[src/rtl/mc_ctrl_pkg.sv]
// rtl/mc_ctrl_pkg.sv - shared states, opcode/funct constants and select encodings for mc_control_unit
package mc_ctrl_pkg;

    typedef enum logic [5:0] {
        RESET_INIT  = 6'd0,
        STACK_WR    = 6'd1,
        FETCH       = 6'd2,
        FETCH_LD    = 6'd3,
        DECODE0     = 6'd4,
        DECODE1     = 6'd5,
        R_EXEC      = 6'd6,
        R_WB        = 6'd7,
        ADDI_EXEC   = 6'd8,
        ADDI_WB     = 6'd9,
        MEM_ADDR    = 6'd10,
        LW_READ     = 6'd11,
        LW_MDR      = 6'd12,
        LW_WB       = 6'd13,
        SW_WRITE    = 6'd14,
        BRANCH      = 6'd15,
        BRANCH_TAKE = 6'd16,
        JUMP        = 6'd17,
        EXC_READ    = 6'd18,
        EXC_EPC     = 6'd19,
        EXC_MDR     = 6'd20,
        EXC_PC      = 6'd21
    } state_t;

    localparam logic [5:0] OP_RTYPE = 6'b000000;
    localparam logic [5:0] OP_ADDI  = 6'b001000;
    localparam logic [5:0] OP_LW    = 6'b100011;
    localparam logic [5:0] OP_SW    = 6'b101011;
    localparam logic [5:0] OP_BEQ   = 6'b000100;
    localparam logic [5:0] OP_J     = 6'b000010;

    localparam logic [5:0] FN_ADD = 6'b100000;
    localparam logic [5:0] FN_SUB = 6'b100010;
    localparam logic [5:0] FN_AND = 6'b100100;

    localparam logic [2:0] ALU_ADD = 3'b001;
    localparam logic [2:0] ALU_SUB = 3'b010;
    localparam logic [2:0] ALU_AND = 3'b011;

    localparam logic [1:0] IORD_PC     = 2'b00;
    localparam logic [1:0] IORD_ALUOUT = 2'b01;
    localparam logic [1:0] IORD_VEC    = 2'b11;

    localparam logic [1:0] DST_RT = 2'b00;
    localparam logic [1:0] DST_RD = 2'b01;
    localparam logic [1:0] DST_SP = 2'b10;

    localparam logic [3:0] DSRC_ALUOUT  = 4'b0000;
    localparam logic [3:0] DSRC_MDR     = 4'b0001;
    localparam logic [3:0] DSRC_SP_INIT = 4'b1000;

    localparam logic [1:0] SRCA_PC = 2'b00;
    localparam logic [1:0] SRCA_A  = 2'b01;

    localparam logic [1:0] SRCB_B      = 2'b00;
    localparam logic [1:0] SRCB_4      = 2'b01;
    localparam logic [1:0] SRCB_IMM    = 2'b10;
    localparam logic [1:0] SRCB_IMM_SH = 2'b11;

    localparam logic [2:0] PCSRC_ALU    = 3'b000;
    localparam logic [2:0] PCSRC_ALUOUT = 3'b001;
    localparam logic [2:0] PCSRC_JUMP   = 3'b010;
    localparam logic [2:0] PCSRC_VEC    = 3'b011;

    localparam logic [1:0] CAUSE_OPCODE = 2'b00;
    localparam logic [1:0] CAUSE_OVF    = 2'b01;
    localparam logic [1:0] CAUSE_FUNCT  = 2'b10;

    typedef struct packed {
        logic       pc_write;
        logic       mdr_write;
        logic       a_write;
        logic       b_write;
        logic       aluout_write;
        logic       epc_write;
        logic       mem_read;
        logic       mem_write;
        logic       ir_write;
        logic       reg_write;
        logic [1:0] excp_sel;
        logic [1:0] iord_sel;
        logic [1:0] reg_dst_sel;
        logic [3:0] data_src_sel;
        logic [1:0] alu_src_a;
        logic [1:0] alu_src_b;
        logic [2:0] pc_src;
        logic [2:0] alu_op;
    } ctrl_t;

    // States that hold mem_read for the full memory latency.
    function automatic logic is_mem_wait(state_t s);
        return (s == FETCH) || (s == LW_READ) || (s == EXC_READ);
    endfunction

endpackage

[src/rtl/mc_mem_wait.sv]
// rtl/mc_mem_wait.sv - memory-latency down-counter, done flags the last wait cycle
module mc_mem_wait #(
    parameter int MEM_LAT = 3,
    parameter int CNT_W   = 5
) (
    input  logic clk,
    input  logic reset,
    input  logic load,
    output logic done
);

    logic [CNT_W-1:0] cnt_q;

    always_ff @(posedge clk or negedge reset) begin
        if (!reset) begin
            cnt_q <= '0;
        end else if (load) begin
            cnt_q <= CNT_W'(MEM_LAT);
        end else if (cnt_q != '0) begin
            cnt_q <= cnt_q - CNT_W'(1);
        end
    end

    assign done = (cnt_q == CNT_W'(1));

endmodule

[src/rtl/mc_control_unit.sv]
// rtl/mc_control_unit.sv - multicycle MIPS-subset control FSM with registered strobes and selects
module mc_control_unit
    import mc_ctrl_pkg::*;
#(
    parameter int MEM_LAT    = 3,
    parameter int CNT_W      = 5,
    parameter int STACK_INIT = 1
) (
    input  logic       clk,
    input  logic       reset,
    input  logic       overflow,
    input  logic       zero,
    input  logic [5:0] opcode,
    input  logic [5:0] funct,
    output logic       pc_write,
    output logic       mdr_write,
    output logic       a_write,
    output logic       b_write,
    output logic       aluout_write,
    output logic       epc_write,
    output logic       mem_read,
    output logic       mem_write,
    output logic       ir_write,
    output logic       reg_write,
    output logic [1:0] excp_sel,
    output logic [1:0] iord_sel,
    output logic [1:0] reg_dst_sel,
    output logic [3:0] data_src_sel,
    output logic [1:0] alu_src_a,
    output logic [1:0] alu_src_b,
    output logic [2:0] pc_src,
    output logic [2:0] alu_op,
    output logic [5:0] state_dbg
);

    state_t     state_q, state_d;
    logic [1:0] cause_q, cause_d;
    ctrl_t      ctrl_q, ctrl_d;
    logic       wait_load, wait_done;
    logic       funct_known;

    assign funct_known = (funct == FN_ADD) || (funct == FN_SUB) || (funct == FN_AND);
    assign wait_load   = is_mem_wait(state_d) && (state_d != state_q);

    mc_mem_wait #(.MEM_LAT(MEM_LAT), .CNT_W(CNT_W)) u_mem_wait (
        .clk   (clk),
        .reset (reset),
        .load  (wait_load),
        .done  (wait_done)
    );

    // Flags are judged on the edge leaving the execute cycle so a trapped op never writes back.
    always_comb begin
        state_d = state_q;
        cause_d = cause_q;
        case (state_q)
            RESET_INIT:  state_d = (STACK_INIT != 0) ? STACK_WR : FETCH;
            STACK_WR:    state_d = FETCH;
            FETCH:       if (wait_done) state_d = FETCH_LD;
            FETCH_LD:    state_d = DECODE0;
            DECODE0:     state_d = DECODE1;
            DECODE1: begin
                case (opcode)
                    OP_RTYPE: begin
                        if (funct_known) begin
                            state_d = R_EXEC;
                        end else begin
                            state_d = EXC_READ;
                            cause_d = CAUSE_FUNCT;
                        end
                    end
                    OP_ADDI:      state_d = ADDI_EXEC;
                    OP_LW, OP_SW: state_d = MEM_ADDR;
                    OP_BEQ:       state_d = BRANCH;
                    OP_J:         state_d = JUMP;
                    default: begin
                        state_d = EXC_READ;
                        cause_d = CAUSE_OPCODE;
                    end
                endcase
            end
            R_EXEC: begin
                if (overflow && (funct != FN_AND)) begin
                    state_d = EXC_READ;
                    cause_d = CAUSE_OVF;
                end else begin
                    state_d = R_WB;
                end
            end
            ADDI_EXEC: begin
                if (overflow) begin
                    state_d = EXC_READ;
                    cause_d = CAUSE_OVF;
                end else begin
                    state_d = ADDI_WB;
                end
            end
            R_WB, ADDI_WB: state_d = FETCH;
            MEM_ADDR:    state_d = (opcode == OP_LW) ? LW_READ : SW_WRITE;
            LW_READ:     if (wait_done) state_d = LW_MDR;
            LW_MDR:      state_d = LW_WB;
            LW_WB:       state_d = FETCH;
            SW_WRITE:    state_d = FETCH;
            BRANCH:      state_d = zero ? BRANCH_TAKE : FETCH;
            BRANCH_TAKE: state_d = FETCH;
            JUMP:        state_d = FETCH;
            EXC_READ:    if (wait_done) state_d = EXC_EPC;
            EXC_EPC:     state_d = EXC_MDR;
            EXC_MDR:     state_d = EXC_PC;
            EXC_PC:      state_d = FETCH;
            default:     state_d = RESET_INIT;
        endcase
    end

    // Control word for the cycle about to start; registered so every output is flop-driven.
    always_comb begin
        ctrl_d = '0;
        case (state_d)
            STACK_WR: begin
                ctrl_d.reg_write    = 1'b1;
                ctrl_d.reg_dst_sel  = DST_SP;
                ctrl_d.data_src_sel = DSRC_SP_INIT;
            end
            FETCH: begin
                ctrl_d.mem_read  = 1'b1;
                ctrl_d.iord_sel  = IORD_PC;
                ctrl_d.alu_src_a = SRCA_PC;
                ctrl_d.alu_src_b = SRCB_4;
                ctrl_d.alu_op    = ALU_ADD;
            end
            FETCH_LD: begin
                ctrl_d.ir_write  = 1'b1;
                ctrl_d.pc_write  = 1'b1;
                ctrl_d.pc_src    = PCSRC_ALU;
                ctrl_d.alu_src_b = SRCB_4;
                ctrl_d.alu_op    = ALU_ADD;
            end
            DECODE0: begin
                ctrl_d.alu_src_a    = SRCA_PC;
                ctrl_d.alu_src_b    = SRCB_IMM_SH;
                ctrl_d.alu_op       = ALU_ADD;
                ctrl_d.aluout_write = 1'b1;
            end
            DECODE1: begin
                ctrl_d.a_write = 1'b1;
                ctrl_d.b_write = 1'b1;
            end
            R_EXEC: begin
                ctrl_d.alu_src_a    = SRCA_A;
                ctrl_d.alu_src_b    = SRCB_B;
                ctrl_d.alu_op       = (funct == FN_SUB) ? ALU_SUB :
                                      (funct == FN_AND) ? ALU_AND : ALU_ADD;
                ctrl_d.aluout_write = 1'b1;
            end
            ADDI_EXEC, MEM_ADDR: begin
                ctrl_d.alu_src_a    = SRCA_A;
                ctrl_d.alu_src_b    = SRCB_IMM;
                ctrl_d.alu_op       = ALU_ADD;
                ctrl_d.aluout_write = 1'b1;
            end
            R_WB: begin
                ctrl_d.reg_write    = 1'b1;
                ctrl_d.reg_dst_sel  = DST_RD;
                ctrl_d.data_src_sel = DSRC_ALUOUT;
            end
            ADDI_WB: begin
                ctrl_d.reg_write    = 1'b1;
                ctrl_d.reg_dst_sel  = DST_RT;
                ctrl_d.data_src_sel = DSRC_ALUOUT;
            end
            LW_READ: begin
                ctrl_d.mem_read = 1'b1;
                ctrl_d.iord_sel = IORD_ALUOUT;
            end
            LW_MDR: begin
                ctrl_d.mdr_write = 1'b1;
                ctrl_d.iord_sel  = IORD_ALUOUT;
            end
            LW_WB: begin
                ctrl_d.reg_write    = 1'b1;
                ctrl_d.reg_dst_sel  = DST_RT;
                ctrl_d.data_src_sel = DSRC_MDR;
            end
            SW_WRITE: begin
                ctrl_d.mem_write = 1'b1;
                ctrl_d.iord_sel  = IORD_ALUOUT;
            end
            BRANCH: begin
                ctrl_d.alu_src_a = SRCA_A;
                ctrl_d.alu_src_b = SRCB_B;
                ctrl_d.alu_op    = ALU_SUB;
            end
            BRANCH_TAKE: begin
                ctrl_d.pc_src   = PCSRC_ALUOUT;
                ctrl_d.pc_write = 1'b1;
            end
            JUMP: begin
                ctrl_d.pc_src   = PCSRC_JUMP;
                ctrl_d.pc_write = 1'b1;
            end
            EXC_READ, EXC_EPC, EXC_MDR: begin
                ctrl_d.excp_sel  = cause_d;
                ctrl_d.iord_sel  = IORD_VEC;
                ctrl_d.mem_read  = (state_d == EXC_READ);
                ctrl_d.epc_write = (state_d == EXC_EPC);
                ctrl_d.mdr_write = (state_d == EXC_MDR);
                ctrl_d.alu_src_a = SRCA_PC;
                ctrl_d.alu_src_b = SRCB_4;
                ctrl_d.alu_op    = ALU_SUB;
            end
            EXC_PC: begin
                ctrl_d.pc_src   = PCSRC_VEC;
                ctrl_d.pc_write = 1'b1;
            end
            default: ctrl_d = '0;
        endcase
    end

    always_ff @(posedge clk or negedge reset) begin
        if (!reset) begin
            state_q <= RESET_INIT;
            cause_q <= CAUSE_OPCODE;
            ctrl_q  <= '0;
        end else begin
            state_q <= state_d;
            cause_q <= cause_d;
            ctrl_q  <= ctrl_d;
        end
    end

    assign pc_write     = ctrl_q.pc_write;
    assign mdr_write    = ctrl_q.mdr_write;
    assign a_write      = ctrl_q.a_write;
    assign b_write      = ctrl_q.b_write;
    assign aluout_write = ctrl_q.aluout_write;
    assign epc_write    = ctrl_q.epc_write;
    assign mem_read     = ctrl_q.mem_read;
    assign mem_write    = ctrl_q.mem_write;
    assign ir_write     = ctrl_q.ir_write;
    assign reg_write    = ctrl_q.reg_write;
    assign excp_sel     = ctrl_q.excp_sel;
    assign iord_sel     = ctrl_q.iord_sel;
    assign reg_dst_sel  = ctrl_q.reg_dst_sel;
    assign data_src_sel = ctrl_q.data_src_sel;
    assign alu_src_a    = ctrl_q.alu_src_a;
    assign alu_src_b    = ctrl_q.alu_src_b;
    assign pc_src       = ctrl_q.pc_src;
    assign alu_op       = ctrl_q.alu_op;
    assign state_dbg    = state_q;

endmodule

[config.mk]
export PLATFORM = sky130hd
export DESIGN_NAME = mc_control_unit
export DESIGN_NICKNAME = d
export VERILOG_FILES = /design/src/rtl/mc_ctrl_pkg.sv /design/src/rtl/mc_mem_wait.sv /design/src/rtl/mc_control_unit.sv
export SDC_FILE = /design/constraint.sdc
export NUM_CORES = 1
export LEC_CHECK = 0
export ABC_AREA = 1
export CORE_ASPECT_RATIO = 1.1
export CORE_UTILIZATION = 45
export DETAILED_ROUTE_END_ITERATION = 16
export GPL_TIMING_DRIVEN = 0
export PLACE_DENSITY = 0.73
export RECOVER_POWER = 100
export SLEW_MARGIN = 40
export SYNTH_ARGS = -nofsm -noshare
export SYNTH_HDL_FRONTEND = slang
export SYNTH_SLANG_ARGS = --single-unit
[constraint.sdc]
create_clock -name clk -period 2.16 [get_ports clk]
set_input_delay 0.324 -clock clk [delete_from_list [all_inputs] [get_ports clk]]
set_output_delay 0.324 -clock clk [all_outputs]
set_load 0.03 [all_outputs]
==> metrics, run 1 <==
crit end category=flop; GRT met2 Usage=a little over a third; die area=~0.0053 mm^2; pwr dens=roughly 930 mW/mm^2; worst min path class=flop to flop; Final Skew=approximately 0.0077 ns; Core ar.=between 0.004 and 0.005 mm^2; GRT overflow=0; leak pwr=1.70 nW; crit path kind=flop to flop; Final Cycle Share=between 90 and 100%; CTS Root Cell=clkbuf_8; data required time of the worst path=around 2.4 ns; Synth area leader=dfrtp_1; Cell Area, Synth=approximately 0.0022 mm^2; Pre-Repair DR Iteration Count=4; DR WL/cell=about 13 um; Slew Limit Fails=0; io pins=52; drc violations=0; number of CTS-inserted buffers=5; Gate Count Post-Synth=321; Die Ht=approximately 76 um; Clock Tree Buf Depth=2; commonest non-fill, non-tap cell in the layout=nand2_1; syn avg cell area=6.98 um^2; via count of the routed design=about 2300; row count=26; clk slew on worst S/H paths=about 0.080 ns; maximum clock rate=0.497 GHz; status=finished clean; met1 GRT Util=29.5%; Initial Util=a little under half; WP data arrival=roughly 2.2 ns; YS warnings=0; vias in the first global route=2038; first-pass GRT wire length=between 9 and 10 mm; post-synth top area share=about two fifths; final setup fails=0; Synth cell types=30; initial antenna violation count=0; Seq/Total Area, Yosys=about two fifths; CTS HTree Levels=2; vias per inst=5.14; synthesized flop and latch total=36; post-route ant nets=0; Final Hold Viols=0; largest cells by area after synthesis=dfrtp_1, nand2_1, nand3_1; detailed-placement wirelength estimate=around 4.4 mm; post-layout min period=between 2 and 2.5 ns; met3 GRT Util=between 3 and 4%; GRT Overall Usage=~22%; GP Congestion=0.939; Final Net Count=roughly 400; Die Span X=approximately 69 um; Worst Tran Pin Value=between 0.9 and 1 ns; ANT cells=0; leading cell types in the layout, fill and taps excluded=nand2_1, clkdlybuf4s50_1, inv_1; Worst slew margin=34.0%; P&R area growth vs syn=35.3%; final wirelength=between 5 and 6 mm; 1st-iter DRT viols=between 200 and 300; Final TNS setup=0 ns; Startpoint Class=flop; filler instances=approximately 440; VDD IR-drop max=0.414 mV; CP max FO=10; Skew-Pair Late Insertion Delay=about 0.30 ns; final core occ=roughly 64%; grt peak-use layer=met2; final hold slack=slightly below 0.5 ns; largest net degree at the start of global routing=20; max cap viols=0; CTS Sinks=36; layout cells sized above 1=between 10% and 20%; CTS tree=built; IO Port Bufs=46
[stage by stage]
stage | setup WS [ns] | total power, mW | instance area, um^2 | cells
4_1_cts | 0.0485 | 2.74 | 2940 | 438
3_3_place_gp | -0.230 | 2.11 | 2790 | 428
2_1_floorplan | 0.242 | 1.74 | 2260 | 326
5_1_grt | -0.0555 | 3.03 | 3030 | 440
3_5_place_dp | -0.249 | 2.12 | 2810 | 429
6_report | 0.150 | 2.82 | 3030 | 440
[power by group]
part	total, mW	internal [mW]	switching [mW]
logic	1.30	0.484	0.817
clock network	0.606	0.342	0.264
registers	0.912	0.809	0.103
[cell type report]
type	count	area [um^2]	share of cell area, %
Tap cell	56	70.1	2.31
Sequential cell	36	906	29.9
Timing Repair Buffer	50	484	16.0
Clock buffer	5	68.8	2.27
Clock inverter	3	42.5	1.40
Buffer	9	67.6	2.23
Multi-Input combinational cell	228	1190	39.3
Inverter	53	201	6.64
[registers in the layout, summed over array words and instances, names as in the netlist]
signal            flops
pc_src                2
alu_op                2
alu_src_a             1
mdr_write             1
mem_write             1
aluout_write          1
u_mem_wait.cnt_q      5
reg_write             1
pc_write              1
epc_write             1
state_dbg             6
mem_read              1
cause_q               2
iord_sel              2
reg_dst_sel           1
excp_sel              2
ir_write              1
data_src_sel          2
a_write               1
alu_src_b             2
[Yosys cell counts (all sizes together)]
master,instances
nand3,46
nand2,80
nor3b,1
o21ai,5
nand3b,1
dfrtp,36
nor3,2
a31o,1
conb,1
inv,53
a21oi,12
o21bai,1
and2,2
a211oi,1
nand4,6
buf,9
nor2,55
a21boi,1
o211ai,2
ha,3
xor2,3
[kinds of logic after synthesis]
kind of cell / count (synthesis) / synth area share, %
xor+xnor: 3 / 1.17
flops: 36 / 40.2
compound gates: 23 / 6.20
other cells: 1 / 0.167
buf+inv: 62 / 11.9
fa+ha+maj: 3 / 1.68
simple gates: 193 / 38.7
[final timing paths]
path | from | to | slack (ns) | cells after the start
max in group asynchronous | reset | state_dbg[0] | 0.41 | 3
worst max register to register | state_dbg[5] | u_mem_wait.cnt_q[1] | 0.15 | 11
worst min register to register | cause_q[0] | cause_q[0] | 0.49 | 2
min in group asynchronous | reset | cause_q[0] | 0.70 | 2
worst min-delay path | cause_q[0] | cause_q[0] | 0.49 | 2
worst max-delay path | state_dbg[5] | u_mem_wait.cnt_q[1] | 0.15 | 11
[per-layer routing]
metal	routed length, um	up-vias
met5	0	-
met4	96	0
met3	322	12
met2	2820	93
met1	2460	1032
li1	-	1125
[worst max-delay path, cell delays in order, from the launching register on]
cell and delay, ns:
dfrtp_2 0.46, nor2_4 0.23, buf_4 0.22, nand4_1 0.16, o21ai_2 0.15, nor2_1 0.11, nand2_2 0.12, inv_1 0.06
nand3_1 0.12, nand3_4 0.11, nand2_2 0.09, nand2_1 0.05
[what timing repair did]
item / in CTS / in global routing
cloned: 0 / 0
resized for setup: 1 / 34
setup buffers: 0 / 2
pin swaps: 0 / 3
endpoints found under the hold margin: 17 / 0
setup endpoints to repair: 2 / 14
hold buffers: 1 / 0
Note: power is estimated with default switching activity, not from simulation.
==> run 2: changes to the inputs <==
--- a/config.mk
+++ b/config.mk
@@ -10,6 +10,7 @@
 export CORE_UTILIZATION = 45
 export DETAILED_ROUTE_END_ITERATION = 16
 export GPL_TIMING_DRIVEN = 0
+export MAX_ROUTING_LAYER = met4
 export PLACE_DENSITY = 0.73
 export RECOVER_POWER = 100
 export SLEW_MARGIN = 40
==> run 2 against run 1 <==
Compared with the run above:
- clock power decreased by 3%
- clock skew is 0.0016 ns lower
- die area unchanged
- first-iteration DRC count shrank 23%
- power grew 1.3%
- fmax fell by 1.5%
- routed wire length grew 2.3%
- combinational power grew 4%
- worst setup slack worse by 0.030 ns
- critical endpoint unchanged
- hold slack got worse by 0.30 ns
- critical path type unchanged
==> metrics, run 2 (synthesis gave the netlist of run 1 again) <==
clk slew on worst S/H paths=0.08 ns; Pre-Repair DR Iteration Count=4; crit end category=flop; detailed-placement wirelength estimate=around 4.4 mm; CTS Root Cell=clkbuf_8; register area=approximately 910 um^2; CTS tree=built; row count=26; Post-CTS Hold Buffers=0; leak pwr=1.74 nW; CTS HTree Levels=2; Worst slew margin=a little under a third; Die Ht=approximately 76 um; RSZ-0062 raised after global routing=yes; filler instances=between 400 and 500; GP Congestion=approximately 0.95; max cap viols=0; initial antenna violation count=0; GRT overflow=0; drc violations=0; worst min path class=input port to asynchronous set/reset pin; largest net degree at the start of global routing=21; max reg flops=6; die area=about 0.0053 mm^2; P&R area growth vs syn=39.0%; placed cell area=around 0.0028 mm^2; CTS Sinks=36; Die Span X=69.3 um; Clock Tree Buf Depth=2; layout cells sized above 1=about 22%; multi-input logic area=around 0.0012 mm^2; WP data arrival=about 2.2 ns; post-route ant nets=0; final hold slack=between 0.15 and 0.2 ns; number of CTS-inserted buffers=5; Final TNS setup=0 ns; status=finished clean; Core ar.=0.00472 mm^2; ANT cells=0; crit path kind=flop to flop; CP max FO=7; commonest non-fill, non-tap cell in the layout=nand2_1; Pwr Total=about 2.9 mW; pwr dens=917 mW/mm^2; via count of the routed design=approximately 2300; final wirelength=5.83 mm; Skew-Pair Late Insertion Delay=a little under 0.3 ns; final setup fails=0; Final Net Count=410; vias in the first global route=1952; final core occ=approximately two thirds; io pins=52; maximum clock rate=~0.49 GHz; Final Cycle Share=between 90% and 100%; Final Skew=0.00612 ns; Worst Tran Pin Value=~1.0 ns; IO Port Bufs=46; 1st-iter DRT viols=between 150 and 200; Slew Limit Fails=0; Initial Util=between 40% and 50%; first-pass GRT wire length=between 9 and 10 mm; data required time of the worst path=between 2 and 2.5 ns; post-layout min period=roughly 2 ns; GRT Overall Usage=between 20 and 25%; leading cell types in the layout, fill and taps excluded=nand2_1, clkdlybuf4s50_1, inv_1; Startpoint Class=flop; DR WL/cell=13.0 um; Design Area, Final=0.00311 mm^2; vias per inst=5.05; VDD IR-drop max=0.534 mV; Final Hold Viols=0
==> run 2: area by class of cell <==
| class | count | share of cell area, % |
|---|---|---|
| Inverter | 53 | 6.39 |
| Timing Repair Buffer | 57 | 17.1 |
| Tap cell | 56 | 2.25 |
| Sequential cell | 36 | 29.1 |
| Buffer | 9 | 2.29 |
| Clock buffer | 6 | 2.33 |
| Multi-Input combinational cell | 229 | 39.4 |
| Clock inverter | 2 | 1.12 |
==> run 2: path summary, 6_finish.rpt <==
path                       slack [ns]    startpoint             endpoint  cells past startpoint
max in group asynchronous        0.55         reset         state_dbg[4]                      2
min                              0.19         reset          excp_sel[0]                      1
min reg2reg                      0.50    cause_q[0]           cause_q[0]                      2
max                              0.12  state_dbg[0]  u_mem_wait.cnt_q[1]                     12
min in group clk                 0.50    cause_q[0]           cause_q[0]                      2
max reg2reg                      0.12  state_dbg[0]  u_mem_wait.cnt_q[1]                     12
==> run 2: repair_timing <==
item                                    4_1_cts  5_1_grt
resized for setup                             1       43
pin swaps                                     0        7
endpoints found under the setup margin        4       12
endpoints found under the hold margin         0        0
gates cloned                                  0        2
buffers inserted                              0        9
==> run 2: routing by layer <==
| metal | track usage [%] | vias to the layer above | share of wire, % |
|---|---|---|---|
| met5 | - | - | 0 |
| li1 | - | 1137 | - |
| met1 | 29.5 | 1022 | 44 |
| met3 | 3.44 | 12 | 5.3 |
| met4 | 11.0 | 0 | 2.6 |
| met2 | 34.5 | 93 | 48 |
==> run 2: through the flow <==
| stage | std cells | setup slack [ns] |
|---|---|---|
| detailed placement | 429 | -0.253 |
| floorplan | 326 | 0.242 |
| finish | 448 | 0.120 |
| CTS | 437 | 0.0449 |
| global placement | 428 | -0.233 |
| global route | 448 | -0.0418 |
==> run 2: power breakdown <==
part / switching (mW) / internal [mW]
registers: 0.107 / 0.809
logic: 0.827 / 0.526
clock network: 0.244 / 0.342
==> run 2: critical path, stage by stage, from the launching register on <==
cell,delay [ns]
dfrtp_2,0.49
nand2_1,0.16
inv_2,0.08
nand2_1,0.06
nand2_1,0.06
a21oi_2,0.25
nand3_1,0.18
nor2_4,0.19
nor2_2,0.07
nand3_1,0.09
nand3_2,0.12
nand2_1,0.12
nand2_1,0.05
==> run 3: changes to the inputs <==
--- a/config.mk
+++ b/config.mk
@@ -13,7 +13,7 @@
 export MAX_ROUTING_LAYER = met4
 export PLACE_DENSITY = 0.73
 export RECOVER_POWER = 100
-export SLEW_MARGIN = 40
+export SLEW_MARGIN = 5
 export SYNTH_ARGS = -nofsm -noshare
 export SYNTH_HDL_FRONTEND = slang
 export SYNTH_SLANG_ARGS = --single-unit
==> run 3 against run 2 <==
Compared with the run above:
- die area did not move
- sequential cell count is the same
- combinational power barely moved
- routed wire length up 1.6%
- critical path depth up 3
- critical endpoint unchanged
- critical path type unchanged
- via count shrank 0.71%
==> metrics, run 3 (synthesis gave the netlist of run 1 again) <==
status=finished clean; die area=approximately 0.0053 mm^2; first-pass GRT wire length=just over 9 mm; final hold slack=approximately 0.14 ns; initial antenna violation count=0; leak pwr=1.73 nW; Slew Limit Fails=0; worst min path class=input port to asynchronous set/reset pin; final wirelength=just under 6 mm; Pre-Repair DR Iteration Count=4; WP data arrival=2.23 ns; detailed-placement wirelength estimate=4.33 mm; ANT cells=0; clk slew on worst S/H paths=about 0.08 ns; DR top layer=met4; 1st-iter DRT viols=175; GRT Overall Usage=~23%; Final Net Count=between 400 and 500; commonest non-fill, non-tap cell in the layout=nand2_1; max reg flops=6; crit path kind=flop to flop; Post-CTS Hold Buffers=0; vias per inst=approximately 5.1; DR WL/cell=~13 um; leading cell types in the layout, fill and taps excluded=nand2_1, clkdlybuf4s50_1, inv_1; Final Hold Viols=0; largest net degree at the start of global routing=37; Skew-Pair Late Insertion Delay=approximately 0.30 ns; CP max FO=5; max cap viols=0; drc violations=0; layout cells sized above 1=a little over a fifth; Final Skew=around 0.0056 ns; Initial Util=between 40% and 50%; Design Area, Final=0.00309 mm^2; Pwr Total=a little under 3 mW; Worst Tran Pin Value=0.889 ns; Final Cycle Share=94.4%; pwr dens=just over 900 mW/mm^2; row count=26; GP Congestion=0.954; vias in the first global route=between 1500 and 2000; io pins=52; CTS tree=built; CTS Root Cell=clkbuf_8; IO Port Bufs=46; placed cell area=0.00279 mm^2; VDD IR-drop max=approximately 0.41 mV; maximum clock rate=0.490 GHz; GRT overflow=0; P&R area growth vs syn=37.8%; post-layout min period=between 2 and 2.5 ns; met2 WL post-DR=2.93 mm; CTS HTree Levels=2; met3 wire len=~270 um; via count of the routed design=around 2200; post-route ant nets=0; Die Span X=69.3 um; CTS Sinks=36; Die Ht=~76 um; M1 WL=around 2.6 mm; Startpoint Class=flop; Core ar.=around 0.0047 mm^2; Clock Tree Buf Depth=2; data required time of the worst path=~2.4 ns; crit end category=flop; number of CTS-inserted buffers=5; Worst slew margin=~41%; final setup fails=0
==> run 3: cell count changes in the layout (fill, tap and decap cells not counted) <==
cell,before,now
clkbuf_1,3,0
buf_4,17,15
buf_2,1,0
clkbuf_2,0,1
clkinvlp_4,0,1
dfrtp_1,31,32
dfrtp_2,5,4
nand3_1,37,36
nand3_2,9,10
nor2_4,10,9
==> run 3: path summary, 6_finish.rpt <==
path	cells past startpoint	from	endpoint	slack (ns)
max	15	u_mem_wait.cnt_q[1]	u_mem_wait.cnt_q[1]	0.12
min	1	reset	cause_q[0]	0.14
max reg2reg	15	u_mem_wait.cnt_q[1]	u_mem_wait.cnt_q[1]	0.12
min reg2reg	2	cause_q[0]	cause_q[0]	0.49
max in group asynchronous	1	reset	state_dbg[0]	1.41
min in group clk	2	cause_q[0]	cause_q[0]	0.49
==> run 3: worst max-delay path, cell delays in order, from the launching register on <==
cell and delay (ns):
dfrtp_1 0.39, inv_2 0.08, ha_1 0.16, inv_1 0.04, nor2_1 0.07, nand2_1 0.10, nand3_2 0.12, nand2_1 0.07
nor2_2 0.13, nand3_2 0.11, nor2_4 0.21, nor2_4 0.06, nand2_1 0.08, nand3_2 0.14, nand2_1 0.12, nand2_1 0.06
==> run 3: final cells by class <==
cell class,instances,area [um^2]
Timing Repair Buffer,53,510
Inverter,53,199
Multi-Input combinational cell,228,1220
Tap cell,56,70.1
Clock buffer,5,68.8
Clock inverter,3,42.5
Fill cell,422,1630
Buffer,9,71.3
Sequential cell,36,906
==> run 3: layer usage <==
layer / track usage (%) / vias up
li1: - / 1124
met1: 30.4 / 1050
met2: 34.9 / 63
met3: 3.97 / 11
met4: 10.4 / 0
met5: - / -
==> run 3: what timing repair did <==
item                       in CTS  in global routing
pin swaps                       0                  7
buffers inserted                0                  7
cloned                          0                  0
gates resized for setup         1                 42
setup endpoints to repair       3                 13
==> run 3: power by group <==
part / internal [mW] / switching, mW / total (mW)
Sequential: 0.808 / 0.108 / 0.916
Clock: 0.342 / 0.269 / 0.610
Combinational: 0.513 / 0.841 / 1.35
Total: 1.66 / 1.22 / 2.88
==> run 3: stage by stage <==
step                setup TNS, ns  utilization [%]  std cells  setup WS (ns)
floorplan                       0                -        326          0.242
global placement            -3.48             59.2        428         -0.233
detailed placement          -2.59             59.0        428         -0.262
CTS                             0             61.5        436         0.0292
global route              -0.0919             65.5        443        -0.0354
finish                          0             65.5        443          0.121
